[config.mk]
export PLATFORM = sky130hd
export DESIGN_NAME = mem_copy_engine
export DESIGN_NICKNAME = d
export VERILOG_FILES = /design/src/rtl/mem_copy_engine.sv
export SDC_FILE = /design/constraint.sdc
export NUM_CORES = 1
export LEC_CHECK = 0
export ABC_CLOCK_PERIOD_IN_PS = 5300
export BUFFER_PORTS_ARGS = -buffer_cell sky130_fd_sc_hd__buf_2
export CORE_UTILIZATION = 30
export CTS_CLUSTER_DIAMETER = 80
export CTS_CLUSTER_SIZE = 10
export DETAILED_ROUTE_END_ITERATION = 6
export REMOVE_ABC_BUFFERS = 1
export SLEW_MARGIN = 15
export SYNTH_ARGS = -nofsm -noshare
export SYNTH_HDL_FRONTEND = slang
export SYNTH_SLANG_ARGS = --single-unit
[constraint.sdc]
create_clock -name clock -period 5.3 [get_ports clock]
set_input_delay 0.53 -clock clock [delete_from_list [all_inputs] [get_ports clock]]
set_output_delay 0.53 -clock clock [all_outputs]
set_load 0.02 [all_outputs]
[src/rtl/mem_copy_engine.sv]
// mem_copy_engine: drives one port of a single-port RAM (asynchronous read,
// synchronous write) to copy a block of words or fill a block with a constant.
// Words are handled in strictly ascending address order with a single word
// buffered. Overlapping copies therefore replicate source data when dst > src.
module mem_copy_engine #(
  parameter int DATA_WIDTH = 16,
  parameter int ADDR_SPACE = 16
) (
  input  logic                  clock,
  input  logic                  reset_n,
  input  logic                  start,
  input  logic                  mode,
  input  logic [ADDR_SPACE-1:0] src_addr,
  input  logic [ADDR_SPACE-1:0] dst_addr,
  input  logic [ADDR_SPACE-1:0] length,
  input  logic [DATA_WIDTH-1:0] fill_data,
  input  logic                  abort,
  output logic                  busy,
  output logic                  done,
  output logic [ADDR_SPACE-1:0] words_done,
  output logic [ADDR_SPACE-1:0] mem_address,
  output logic [DATA_WIDTH-1:0] mem_data,
  output logic                  mem_wren,
  input  logic [DATA_WIDTH-1:0] mem_q
);

  localparam logic [ADDR_SPACE-1:0] ADDR_ZERO = '0;
  localparam logic [ADDR_SPACE-1:0] ADDR_ONE  = {{(ADDR_SPACE-1){1'b0}}, 1'b1};

  typedef enum logic [2:0] {
    IDLE  = 3'd0,
    READ  = 3'd1,
    WRITE = 3'd2,
    FILL  = 3'd3,
    DONE  = 3'd4
  } state_t;

  state_t state_reg, state_next;

  // Transfer context latched when a start is accepted.
  logic [ADDR_SPACE-1:0] src_reg, src_next;
  logic [ADDR_SPACE-1:0] dst_reg, dst_next;
  logic [ADDR_SPACE-1:0] remaining_reg, remaining_next;
  logic [ADDR_SPACE-1:0] words_done_reg, words_done_next;
  logic [DATA_WIDTH-1:0] buffer_reg, buffer_next;
  logic [DATA_WIDTH-1:0] fill_reg, fill_next;

  // Last values driven onto the RAM bus, so address/data stay stable while
  // the engine sits in IDLE or DONE.
  logic [ADDR_SPACE-1:0] addr_hold_reg, addr_hold_next;
  logic [DATA_WIDTH-1:0] data_hold_reg, data_hold_next;

  // All outputs are decoded from registered state, so an asynchronous reset
  // drops mem_wren and busy immediately without waiting for a clock edge.
  assign words_done = words_done_reg;

  // State register.
  always_ff @(posedge clock or negedge reset_n) begin
    if (!reset_n) begin
      state_reg <= IDLE;
    end else begin
      state_reg <= state_next;
    end
  end

  // Next-state, RAM bus outputs and datapath next values.
  always_comb begin
    state_next      = state_reg;
    busy            = 1'b0;
    done            = 1'b0;
    mem_wren        = 1'b0;
    mem_address     = addr_hold_reg;
    mem_data        = data_hold_reg;
    src_next        = src_reg;
    dst_next        = dst_reg;
    remaining_next  = remaining_reg;
    words_done_next = words_done_reg;
    buffer_next     = buffer_reg;
    fill_next       = fill_reg;

    case (state_reg)
      IDLE: begin
        // abort is deliberately not looked at here: start always wins.
        if (start) begin
          src_next        = src_addr;
          dst_next        = dst_addr;
          remaining_next  = length;
          fill_next       = fill_data;
          words_done_next = ADDR_ZERO;
          if (length == ADDR_ZERO) begin
            state_next = DONE;
          end else if (mode) begin
            state_next = FILL;
          end else begin
            state_next = READ;
          end
        end
      end

      READ: begin
        busy        = 1'b1;
        mem_address = src_reg;
        buffer_next = mem_q;
        src_next    = src_reg + ADDR_ONE;
        state_next  = abort ? IDLE : WRITE;
      end

      WRITE: begin
        busy            = 1'b1;
        mem_address     = dst_reg;
        mem_data        = buffer_reg;
        mem_wren        = 1'b1;
        dst_next        = dst_reg + ADDR_ONE;
        remaining_next  = remaining_reg - ADDR_ONE;
        words_done_next = words_done_reg + ADDR_ONE;
        // An abort still lets this cycle's write land and be counted.
        if (abort) begin
          state_next = IDLE;
        end else if (remaining_reg == ADDR_ONE) begin
          state_next = DONE;
        end else begin
          state_next = READ;
        end
      end

      FILL: begin
        busy            = 1'b1;
        mem_address     = dst_reg;
        mem_data        = fill_reg;
        mem_wren        = 1'b1;
        dst_next        = dst_reg + ADDR_ONE;
        remaining_next  = remaining_reg - ADDR_ONE;
        words_done_next = words_done_reg + ADDR_ONE;
        if (abort) begin
          state_next = IDLE;
        end else if (remaining_reg == ADDR_ONE) begin
          state_next = DONE;
        end else begin
          state_next = FILL;
        end
      end

      DONE: begin
        done       = 1'b1;
        state_next = IDLE;
      end

      default: begin
        state_next = IDLE;
      end
    endcase

    addr_hold_next = mem_address;
    data_hold_next = mem_data;
  end

  // Datapath registers: transfer context, word buffer and bus hold values.
  always_ff @(posedge clock or negedge reset_n) begin
    if (!reset_n) begin
      src_reg        <= '0;
      dst_reg        <= '0;
      remaining_reg  <= '0;
      words_done_reg <= '0;
      buffer_reg     <= '0;
      fill_reg       <= '0;
      addr_hold_reg  <= '0;
      data_hold_reg  <= '0;
    end else begin
      src_reg        <= src_next;
      dst_reg        <= dst_next;
      remaining_reg  <= remaining_next;
      words_done_reg <= words_done_next;
      buffer_reg     <= buffer_next;
      fill_reg       <= fill_next;
      addr_hold_reg  <= addr_hold_next;
      data_hold_reg  <= data_hold_next;
    end
  end

endmodule

-- After elaboration in Yosys (flattened, before gate mapping)
Cells that the tools add are included.
- flip-flop bits (word level): 131
- bits in read-only memories: 0
- output and inout port bits: 51
- memories kept: 0
- memory bits (writable): 0
- word-level logic and storage cells: 50
- latch bits: 0
- input bits: 85
- shifts and indexed selects: 0
- reductions and logical operators: 9
- bitwise operators: 0
- multiplexer cells: 22
- divide/modulo/power cells: 0
- multiply operators: 0
- equality and inequality tests: 6
- add/sub/neg operators: 4
- order comparisons: 0
- operators by type and width (cell ; count):
    case mux 16 bit (2 select lines) ; 6
    two-way mux 16 bit ; 4
    adder 16 x 1 -> 16 bit (second input constant) ; 3
    two-way mux 3 bit ; 6
    equality test 16 x 1 -> 1 bit (second input constant) ; 1
    zero test 16 bit ; 1
    subtractor 16 x 1 -> 16 bit (second input constant) ; 1
    case mux 3 bit (4 select lines) ; 1
    equality test 3 x 2 -> 1 bit (second input constant) ; 2
    AND reduction 2 bit ; 3
    two-way mux 2 bit ; 2
    nonzero test 2 bit ; 2
    equality test 3 x 1 -> 1 bit (second input constant) ; 1
    equality test 3 bit (second input constant) ; 1
    zero test 3 bit ; 1
    two-way mux 1 bit ; 3
    OR reduction 3 bit ; 1
    != test 2 bit (second input constant) ; 1
    OR reduction 2 bit ; 1

-- Logic depth before layout (Yosys ltp)
- depth in word-level cells: 4
- mapped depth: 7
- depth with buffers taken out: 6

-- Worst setup path before layout
Ideal clock, no wire load.
- path type: reg2out
- start: reg state_reg[1]
- end: out mem_address[10]
- path buffers: 4
- arrival: 1.863 ns
- required time: 4.770 ns
- cell stages (with the launch flop): 8
- setup slack: 2.907 ns
- path through: dfrtp_1 > buf_6 > nand2b_1 > buf_2 > buf_1 > clkbuf_1 > o22ai_1 > a21oi_1
- word-level cells in the longest chain between the ends: 3
- elaborated cells on any way between the ends: 5
- RTL lines (item ; RTL line ; source):
    start: declaration ; 38 ; state_t state_reg, state_next;
    start signal: assignment ; 62 ; state_reg <= state_next;
    equality test 3 x 2 -> 1 bit ; 81 ; case (state_reg)
    OR reduction 2 bit (no line) ; n/a ;
    case mux 16 bit (2 select lines) (*) ; 81 ;
    end: declaration ; 21 ; output logic [ADDR_SPACE-1:0] mem_address,
Every way passes the cells marked *; elsewhere a longest branch is shown, timed or not.

-- Worst setup path in the final report
- start: reg state_reg[2]
- end: out mem_address[10]
Same word-level chain as after synthesis.

==> results.toml <==
[run_status]
outcome = "completed"

[die]
fp-row-count = 53
boundaryPins = 136
core_um2 = 21090
dieArea_um2 = 22130
start_util = 0.3065
die_x_um = 148.8
dieHeight_um = 148.8

[place]
postPlaceCellArea_um2 = 7376
io_buffers = 135
hpwl_mm = 12.67
place_congestion = 0.7928

[clock_network]
cts.clk_slew.worst_paths_ns = 0.07
root_buffer = "clkbuf_16"
tritoncts = "yes"
ctsResizeCount = 0
hold_buffers = 0
cts.sinks = 131
clock_latency_ns = 0.43
cts_buffer_depth = 2
cts_setup_buffers = 0
htreeDepth = 4
cts_buffers = 17

[critical_path]
critPathTopFamily = "flip-flops"
crit_slowest_cell = "dfrtp_1"
end_kind = "primary output"
worstSetupPathDepth = 5
crit_start = "state_reg[2]"
r2r_end = "dst_reg[9]"
worst_setup_path_start_kind = "flop"
cp_cell_sequence = "nand2b_2 -> buf_4 -> o22ai_1 -> a21oi_1 -> buf_2"
worstPathRequired_ns = 4.77
r2r_setup_slack_ns = 2.44
cp.buffers_inverters = 2
criticalPathCategory = "reg2out"
r2r_start = "state_reg[1]"
crit_end = "mem_address[10]"
crit_arrival_ns = 2.87
cpPeakStageDelay_ns = 0.79
worst-path-max-fanout = 50
ff2ff_path_depth = 5

[power]
power.density_nw_per_um2 = 644.7
finalPower_mw = 5.138
p_leak_nw = 3.593
ir_worst_vdd_mv = 0.3100

[final_layout]
drive_above_1_share = 0.2225
syn2layout_area_growth_pct = 23.33
stdcell_area_um2 = 7970
fin_nets = 922
fillers = 2207

[logic_synthesis]
synth_cell_types = 56
syn_inst = 714
avgSynthCellArea_um2 = 9.051
seq_area_frac_synth = 0.5073
synth-async-reset-ratio = 1.000
ys_ff_latch = 131
ys_warn_count = 0
netlist_area_um2 = 6462
synth_flop_cell = "dfrtp_1"
synth_edf_count = 0

[route]
drc = 0
wl_per_cell_um = 16.79
via_per_inst = 5.163
drt_iter0_drc = 329
dr.pass1.iters = 5
vias = 5798
ant_nets = 0
routed_wl_mm = 18.86

[sta]
rsz0062_at_grt = "no"
hold_viol = 0
tns_ns = 0
max_slew_margin = 0.4226
worst_pin_slew_ns = 0.8662
holdWs_ns = 0.1218
final_max_slew_viol_count = 0
fmax_mhz = 294.5
period_needed_ns = 3.395
final.period_utilization = 0.6406
setup_viol_count_final = 0
fin_skew_ns = 0.009513

[global_route]
grt-ovfl-total = 0
grt_usage = 0.1817
antenna_found_initial = 4
grt_pass1_vias = 5834
grt_pass1_wl_mm = 31.24
grt_max_degree = 84

[run]
drv_cap = 0

[min_path]
hold_class = "in2async"
[how the worst min path moves through the flow]
stage	startpoint	to	slack [ns]
finish	reset_n	fill_reg[8]	0.12
global placement	buffer_reg[3]	buffer_reg[3]	0.46
global route	reset_n	buffer_reg[3]	0.20
CTS	reset_n	fill_reg[8]	0.18
detailed placement	buffer_reg[0]	buffer_reg[0]	0.46
floorplan	reset_n	addr_hold_reg[0]	0.23
[kinds of logic after synthesis]
group	count (synthesis)	synth area share
multiplexers	17	0.02633
adder cells (fa/ha/maj)	5	0.009681
AND/OR/NAND/NOR	329	0.2412
buffers and inverters	54	0.03388
flip-flops	131	0.5073
XOR/XNOR	7	0.009487
AO/OA/AOI/OAI	171	0.1721
[cells in the final DEF (no fill, tap or decap), types with 6 or more instances in the layout]
cell type,n
nor2_1,53
buf_4,6
nand4_1,8
a21oi_1,31
and3_1,8
a311oi_1,10
nor4_1,9
buf_2,134
a211oi_1,20
inv_6,7
inv_1,11
clkbuf_16,17
or3_1,16
nor3_1,27
nand2_1,161
o21ai_0,45
nand3_1,12
dfrtp_1,131
o211ai_1,9
a22oi_1,8
mux2i_1,17
or4_1,8
o22ai_1,16
and4_1,6
[worst register-to-register path: cells and delay by family, from the launching register on]
kind	cells	cell delay [ns]
buffers and inverters	1	0.42
AOI/OAI and AO/OA	2	0.45
DFF	1	0.77
and+or+nand+nor	2	1.11
[per-layer routing]
layer | wire [um] | up-vias | track usage
met2 | 8804 | 140 | 0.2888
li1 | - | 2826 | -
met5 | 11 | - | 0
met4 | 250 | 2 | 0.05612
met1 | 8425 | 2810 | 0.2359
met3 | 1365 | 20 | 0.05627
[per-stage QoR]
stage	std cells	utilization	worst slack [ns]
finish	1123	0.3780	1.905
global route	1120	0.3776	1.650
CTS	1120	0.3776	1.853
detailed placement	1088	0.3498	2.323
global placement	1088	0.3498	2.381
floorplan	672	-	0.3563
[Yosys cell counts (3+ instances only)]
cell type  instances  area [um^2]
o31ai_1            5        37.54
a22oi_1            8        60.06
and2_1             4        25.02
nand3_1           12        60.06
clkbuf_1          27        101.4
xnor2_1            3        26.28
nor3_1            27        135.1
a21oi_1           31        155.2
or3_1             16        100.1
nand2b_1           3        18.77
nand2_1          161        604.3
inv_1             11        41.29
ha_1               5        62.56
a311oi_1          10        87.58
and4_1             6        52.55
or4_1              8        60.06
a221o_1            4        40.04
o22ai_1           16        100.1
o311ai_0           5        43.79
nor2_1            53        198.9
a211oi_1          20        150.1
nor4_1             9        56.30
buf_1              7        26.28
dfrtp_1          131         3278
xor2_1             4        35.03
nand4_1            8        50.05
a31oi_1            3        18.77
o211ai_1           9        67.56
mux2i_1           17        170.2
buf_2              7        35.03
o21ai_0           45        225.2
and3_1             8        50.05
[power breakdown]
part | total [mW] | switching [mW] | internal [mW]
combinational | 2.12 | 1.39 | 0.734
clock | 1.19 | 0.519 | 0.670
sequential | 1.83 | 0.388 | 1.44
[cell type report]
cell class,count,area [um^2],share of cell area
antenna,3,7.507,0.0009419
clock buffer,17,425.4,0.05338
clock inverter,15,161.4,0.02025
inverter,12,45.04,0.005651
multi-input combinational,529,2982,0.3741
sequential,131,3278,0.4113
tap,275,344.1,0.04317
timing repair buffer,141,726.9,0.09121
(Power assumes the default switching activity.)
